## src/rtl/key_event_fifo.sv

```systemverilog
// Turns a level-type key report into one event per press and queues the codes in an FWFT FIFO.
// Optional KEY_EVENT_FIFO_AUTOREPEAT_EN adds held-key auto-repeat pushes.
module key_event_fifo #(
    parameter int CODE_W      = 4,
    parameter int DEPTH_LOG2  = 3,
    parameter int REPEAT_DLY  = 5000000,
    parameter int REPEAT_RATE = 1000000
) (
    input  logic                  Clk,
    input  logic                  Reset,
    input  logic                  Valid,
    input  logic [CODE_W-1:0]     Code,
    input  logic                  Rd_En,
    output logic [CODE_W-1:0]     Rd_Data,
    output logic                  Empty,
    output logic                  Full,
    output logic [DEPTH_LOG2:0]   Count,
    output logic                  Overflow,
    input  logic                  Clr_Ovf
);

    localparam int DEPTH = 1 << DEPTH_LOG2;
    localparam logic [DEPTH_LOG2:0] FULL_CNT = (DEPTH_LOG2 + 1)'(DEPTH);

    if (REPEAT_DLY < 1 || REPEAT_RATE < 1) begin : g_bad_repeat_cfg
        $error("REPEAT_DLY and REPEAT_RATE must be at least 1");
    end

    logic                  valid_d;
    logic                  push_edge;
    logic                  push;
    logic                  pop;
    logic                  wr_en;
    logic                  ovf_set;
    logic [DEPTH_LOG2-1:0] wr_ptr;
    logic [DEPTH_LOG2-1:0] rd_ptr;
    logic [DEPTH_LOG2:0]   count;
    logic [CODE_W-1:0]     mem [DEPTH];
    logic [CODE_W-1:0]     last_q;
    logic                  ovf_q;

    assign push_edge = Valid & ~valid_d;

`ifdef KEY_EVENT_FIFO_AUTOREPEAT_EN
    localparam int RPT_MAX = (REPEAT_DLY > REPEAT_RATE) ? REPEAT_DLY : REPEAT_RATE;
    localparam int RPT_W   = $clog2(RPT_MAX + 1);
    localparam logic [RPT_W-1:0] DLY_END  = RPT_W'(REPEAT_DLY - 1);
    localparam logic [RPT_W-1:0] RATE_END = RPT_W'(REPEAT_RATE - 1);

    logic [RPT_W-1:0] hold_cnt;
    logic             rate_phase;
    logic             rpt_push;

    // First repeat waits the long delay, later ones use the shorter rate
    assign rpt_push = Valid & valid_d &
                      (hold_cnt == (rate_phase ? RATE_END : DLY_END));

    always_ff @(posedge Clk or negedge Reset) begin
        if (!Reset) begin
            hold_cnt   <= '0;
            rate_phase <= 1'b0;
        end else if (!Valid || push_edge) begin
            hold_cnt   <= '0;
            rate_phase <= 1'b0;
        end else if (rpt_push) begin
            hold_cnt   <= '0;
            rate_phase <= 1'b1;
        end else begin
            hold_cnt   <= hold_cnt + 1'b1;
        end
    end

    assign push = push_edge | rpt_push;
`else
    assign push = push_edge;
`endif

    assign Empty   = (count == '0);
    assign Full    = (count == FULL_CNT);
    assign Count   = count;
    assign Overflow = ovf_q;

    assign pop     = Rd_En & ~Empty;
    assign wr_en   = push & (~Full | pop);
    assign ovf_set = push & Full & ~pop;

    // last_q keeps the head visible after the final pop empties the queue
    assign Rd_Data = Empty ? last_q : mem[rd_ptr];

    always_ff @(posedge Clk or negedge Reset) begin
        if (!Reset) begin
            valid_d <= 1'b0;
            wr_ptr  <= '0;
            rd_ptr  <= '0;
            count   <= '0;
            last_q  <= '0;
            ovf_q   <= 1'b0;
        end else begin
            valid_d <= Valid;
            if (wr_en) begin
                wr_ptr <= wr_ptr + 1'b1;
            end
            if (pop) begin
                rd_ptr <= rd_ptr + 1'b1;
            end
            if (wr_en && !pop) begin
                count <= count + 1'b1;
            end else if (pop && !wr_en) begin
                count <= count - 1'b1;
            end
            if (!Empty) begin
                last_q <= mem[rd_ptr];
            end
            if (ovf_set) begin
                ovf_q <= 1'b1;
            end else if (Clr_Ovf) begin
                ovf_q <= 1'b0;
            end
        end
    end

    always_ff @(posedge Clk) begin
        if (wr_en) begin
            mem[wr_ptr] <= Code;
        end
    end

endmodule
```

## config.mk

```make
export PLATFORM = sky130hd
export DESIGN_NAME = key_event_fifo
export DESIGN_NICKNAME = d
export VERILOG_FILES = /design/src/rtl/key_event_fifo.sv
export SDC_FILE = /design/constraint.sdc
export NUM_CORES = 1
export LEC_CHECK = 0
export ABC_CLOCK_PERIOD_IN_PS = 5700
export BUFFER_PORTS_ARGS = -buffer_cell sky130_fd_sc_hd__buf_4
export CORE_ASPECT_RATIO = 1.4
export CORE_MARGIN = 2
export CORE_UTILIZATION = 54
export CTS_CLUSTER_SIZE = 12
export DETAILED_ROUTE_END_ITERATION = 7
export PLACE_DENSITY = 0.77
export SKIP_CTS_REPAIR_TIMING = 1
export SYNTH_ARGS = -nofsm -noshare
export SYNTH_HDL_FRONTEND = slang
export SYNTH_SLANG_ARGS = --single-unit
```

## constraint.sdc

```tcl
create_clock -name Clk -period 5.7 [get_ports Clk]
set_input_delay 0.57 -clock Clk [delete_from_list [all_inputs] [get_ports Clk]]
set_output_delay 0.57 -clock Clk [all_outputs]
set_load 0.005 [all_outputs]
```

# Word level (Yosys, flattened, before mapping)
# Memory sizes are Yosys's and may differ from the RTL's.
# Index checks and enable logic that the tools add are counted.
# W data, S select, Z words.
[classes]
add_sub_neg = 4
n_eq_ne = 1
mux = 7
bitwise_logic = 10
n_reduce_logical = 7
[op_table]
columns = ["operator", "n"]
rows = [
  ["$mux W4", 3],
  ["$add A3 B1 Y3 const B", 2],
  ["$and A1 B1 Y1", 5],
  ["$add A4 B1 Y4 const B", 1],
  ["$eq A4 B4 Y1 const B", 1],
  ["$logic_not A4 Y1", 1],
  ["$mux W1", 4],
  ["$not A1 Y1", 4],
  ["$reduce_bool A2 Y1", 2],
  ["$sub A4 B1 Y4 const B", 1],
  ["$logic_and A1 B1 Y1", 2],
  ["$logic_not A1 Y1", 2],
  ["$or A1 B1 Y1", 1],
]
[totals]
reg_bits = 16
ram_bits = 32
inputBits = 9
output_inout_bits = 11
wordCells = 36
n_memories = 1
[memory_table]
columns = ["name", "depth", "word_bits", "rd", "rd_clocked_by_memory_dff", "write_ports", "line_no", "source"]
rows = [
  ["mem", 8, 4, 1, 0, 1, "38", "logic [CODE_W-1:0] mem [DEPTH];"],
]

# Longest topological paths before layout
[logic_depth]
ltp_word = 9
mapped_depth = 9
mapped_depth_nobuf = 9

# Worst setup path before layout
# Ideal clock, no wire load.
[synth_path]
path_type = "register to register"
from = "register count[0], in the netlist Count[0]"
to = "register count[3], in the netlist Count[3]"
setup_time_ns = 0.136
t_arrival_ns = 2.267
required_ns = 5.564
path_slack_ns = 3.297
path_stages_with_launch = 9
n_path_buf = 0
period_less_slack_ns = 2.403
path_cell_list = "dfrtp_1 -> nor4b_4 -> a21oi_2 -> ha_1 -> inv_1 -> ha_1 -> a21o_1 -> a2111oi_0 -> o31ai_1"
[synth_via]
word_cells_on_any_way = 16
cone_classes = "add/sub (2); eq/ne (1); mux (2); bitwise (5); reduce/logical (6)"
[synth_lines]
columns = ["item", "line_no", "source"]
rows = [
  ["start, declared", "37", "logic [DEPTH_LOG2:0] count;"],
  ["start signal, assigned", "107", "count <= count + 1'b1;"],
  ["start signal, assigned", "109", "count <= count - 1'b1;"],
  ["$eq A4 B4 Y1 (*)", "79", "assign Full = (count == FULL_CNT);"],
  ["named net Full", "16", "output logic Full,"],
  ["$not A1 Y1 (*)", "84", "assign wr_en = push & (~Full | pop);"],
  ["$or A1 B1 Y1 (*)", "84", ""],
  ["$and A1 B1 Y1 (*)", "84", ""],
  ["named net wr_en", "33", "logic wr_en;"],
  ["$logic_not A1 Y1", "108", "end else if (pop && !wr_en) begin"],
  ["$logic_and A1 B1 Y1", "108", ""],
  ["$reduce_bool A2 Y1 (no source line)", "n/a", ""],
]
# Mark *: on every way through the listed nets, which the timed path passes. The rest lies on a longest branch. The select of a mux whose other input is x is not followed.
# A chain may end at the register's enable or synchronous reset.

# Final worst setup path
[layout_path]
from = "register count[0], in the netlist Count[0]"
to = "register count[3], in the netlist Count[3]"
[layout_via]
elab_chain_len = 8
word_cells_on_any_way = 16
cone_classes = "add/sub (2); eq/ne (1); mux (2); bitwise (5); reduce/logical (6)"
[layout_lines]
columns = ["item", "line_no", "source"]
rows = [
  ["$logic_not A4 Y1", "78", "assign Empty = (count == '0);"],
  ["$not A1 Y1", "83", "assign pop = Rd_En & ~Empty;"],
  ["$and A1 B1 Y1", "83", ""],
  ["$or A1 B1 Y1", "84", ""],
  ["$and A1 B1 Y1", "84", ""],
  ["$logic_not A1 Y1", "108", ""],
  ["$logic_and A1 B1 Y1", "108", ""],
  ["$reduce_bool A2 Y1 (no source line)", "n/a", ""],
]
# Parallel ways exist; a longest one is shown, timed or not. The select of a mux whose other input is x is not followed.

==> metrics.txt <==
run status completed; clock buffers created by TritonCTS 5; relative slew slack 38.4%; worst-path fanout max 11; Area growth, synth to finish 14.5%; combined area of all synthesized cells 2070 um^2; leading area contributor after synthesis sky130_fd_sc_hd__edfxtp_1; site row count 26; total placed cells including tap cells 191; placeable core region 3680 um^2; synthesized netlist cell count 133; transition time of the tightest slew-check pin 0.923 ns; cell family with most CP delay compound AO/OA/AOI/OAI gates; summed area of non-filler cells in the final layout 2370 um^2; Remaining DRCs 0; number of placed I/O pins 20; type of the worst setup path flop to flop; number of endpoints with negative hold slack in the final report 0; fraction of synthesized cell area taken by the top area cell type 46.3%; 1st-iter DRT viols 55; starting density of the core 56.4%; final sum of negative setup slack 0 ns; detailed placer's ending HPWL 2460 um; Root Driver sky130_fd_sc_hd__clkbuf_8; time the worst path needs with I/O delays and setup 3.02 ns; count of state elements after synthesis 48; area of the die 4360 um^2; number of optimization iterations in the first detailed-route pass 4; number of maximum-capacitance violations 0; class of the tightest hold or removal check input pin to async pin; Sinks on Clock Net 48; per-cell routed wire length 16.9 um; CP max-delay cell sky130_fd_sc_hd__a2111oi_0; total count of max-transition violations in the final report 0; sequential area share after synthesis 65.7%; most repeated library cell on the critical path sky130_fd_sc_hd__ha_1; die height 77.3 um; global-route usage over all layers 17.7%; Slowest Stage Delay on Critical Path 0.57 ns; Worst-path clk slew 0.09 ns; pwr dens 511 nW/um^2; register-to-register setup slack 2.68 ns; distinct cell type count after synthesis 29; buffers from clock root to sink, at most 2; number of cells in the finished layout apart from fillers 199; crit-path cells nor4_1 > buf_4 > nand2b_1 > ha_1 > inv_1 > ha_1 > a21o_1 > a2111oi_0 > o31ai_1; vias post-DR 1132; total number of yosys warnings 0; kind of end point of the critical path flop; WP data required 5.86 ns; Setup-failing EPs final 0; unrepaired setup endpoints after global routing false; placer congestion estimate 0.780; H-tree levels 2; post-layout net count 171; data arrival time of the critical path 3.18 ns; post-route ant nets 0; horizontal die dimension 56.4 um; clock skew 0.00232 ns; Leakage Power 0.000918 uW; number of antenna violations at the first check in global routing 0; cells taking the most area after synthesis sky130_fd_sc_hd__edfxtp_1 (46%), sky130_fd_sc_hd__dfrtp_1 (19%), sky130_fd_sc_hd__mux2i_1 (8.2%); sort of element at the start of the critical path flop; average cell area after synthesis 15.6 um^2; most common flop cell mapped by yosys sky130_fd_sc_hd__edfxtp_1; Clock Latency Late Sink 0.30 ns; Post-synth EDFFs 32; pin count of the biggest net entering global routing 19; share of the clock period used by the worst path after layout 52.9%; share of flip-flops with an asynchronous set or reset 33.3%; TritonCTS clock tree yes; post-detailed-routing wire length 3370 um; overall overflow remaining after global route 0; placed inst area 2240 um^2; total nets after synthesis 148; quantity of I/O buffers inserted on ports 19; share of cells above drive strength 1 23.6%; first-pass GRT wire length 5640 um; most common cell in the netlist sky130_fd_sc_hd__edfxtp_1; max frequency 332 MHz; buffers and inverters on the worst path 2; peak ir drop on the vdd network 0.447 mV; Via density 5.69; number of global-route vias before repair 1147; number of antenna cells inserted 0; top cells by count, synth sky130_fd_sc_hd__edfxtp_1 (32), sky130_fd_sc_hd__mux2i_1 (17), sky130_fd_sc_hd__dfrtp_1 (16), sky130_fd_sc_hd__nand2_1 (11), sky130_fd_sc_hd__nor2_1 (6)
[stage by stage]
stage	total power, uW	utilization, %	setup WS, ns	hold slack, ns
6_report	1210	64.6	2.68	0.117
5_1_grt	1280	64.6	2.45	0.116
4_1_cts	1220	64.6	2.79	0.115
3_5_place_dp	937	60.8	2.82	0.442
3_3_place_gp	908	60.8	3.08	0.434
2_1_floorplan	806	-	3.30	0.274
[cell usage in the layout (no fill, tap or decap)]
cell and instances:
sky130_fd_sc_hd__dfrtp_1 16, sky130_fd_sc_hd__a21o_1 1, sky130_fd_sc_hd__o31ai_1 1, sky130_fd_sc_hd__a2111oi_0 1, sky130_fd_sc_hd__nor3_1 5, sky130_fd_sc_hd__nand3b_1 1, sky130_fd_sc_hd__bufinv_16 2, sky130_fd_sc_hd__nand2b_1 5
sky130_fd_sc_hd__nand2_1 11, sky130_fd_sc_hd__nor4_1 1, sky130_fd_sc_hd__a21oi_1 1, sky130_fd_sc_hd__nor2_1 6, sky130_fd_sc_hd__clkbuf_8 5, sky130_fd_sc_hd__xor2_1 1, sky130_fd_sc_hd__xnor2_1 5, sky130_fd_sc_hd__a21oi_2 1
sky130_fd_sc_hd__ha_1 5, sky130_fd_sc_hd__mux2_2 3, sky130_fd_sc_hd__o22ai_1 1, sky130_fd_sc_hd__inv_6 1, sky130_fd_sc_hd__mux2i_1 17, sky130_fd_sc_hd__edfxtp_1 32, sky130_fd_sc_hd__inv_1 3, sky130_fd_sc_hd__o21ai_0 2
sky130_fd_sc_hd__fa_1 1, sky130_fd_sc_hd__o21ai_1 4, sky130_fd_sc_hd__nor4b_4 1, sky130_fd_sc_hd__mux4_2 4, sky130_fd_sc_hd__buf_4 20
[state kept, by name, indices dropped and copies added (netlist names)]
name and cells:
mem 32, Count 4, last_q 4, rd_ptr 3
wr_ptr 3, Overflow 1, valid_d 1
[cell families (layout without fill, tap and decap cells)]
logic type	after synthesis	count (layout)	share of synthesized area [%]
buffers and inverters	7	31	2.47
DFF	48	48	65.7
muxes	24	24	14.2
and+or+nand+nor	30	30	7.60
adders and majority gates	6	6	3.98
xor gates and xnor gates	6	6	2.53
AOI/OAI and AO/OA	12	12	3.56
[routing by layer]
metal | track usage [%] | share of wire [%]
met1 | 21.5 | 40
met2 | 28.6 | 53
met3 | 5.73 | 5.5
met4 | 7.62 | 1.4
met5 | 0 | 0
[final cells by class]
cell class	count	area (um^2)
clock buffer	5	68.8
clock inverter	3	68.8
fill	272	1300
inverter	3	11.3
multi-input combinational	78	661
sequential	48	1360
tap	42	52.6
timing repair buffer	20	150
[power breakdown]
part	total [uW]	internal, uW	switching (uW)
sequential	551	444	107
combinational	373	224	149
clock	289	176	112
total	1210	845	368
[final timing paths]
check / cells after the start / endpoint / startpoint
max in group asynchronous: 1 / Count[2] / Reset
min in group Clk: 1 / valid_d / Valid
worst max register to register: 9 / Count[3] / Count[0]
worst max-delay path: 9 / Count[3] / Count[0]
worst min register to register: 2 / last_q[3] / last_q[3]
worst min-delay path: 1 / last_q[2] / Reset
Note: power is estimated with default switching activity, not from simulation.
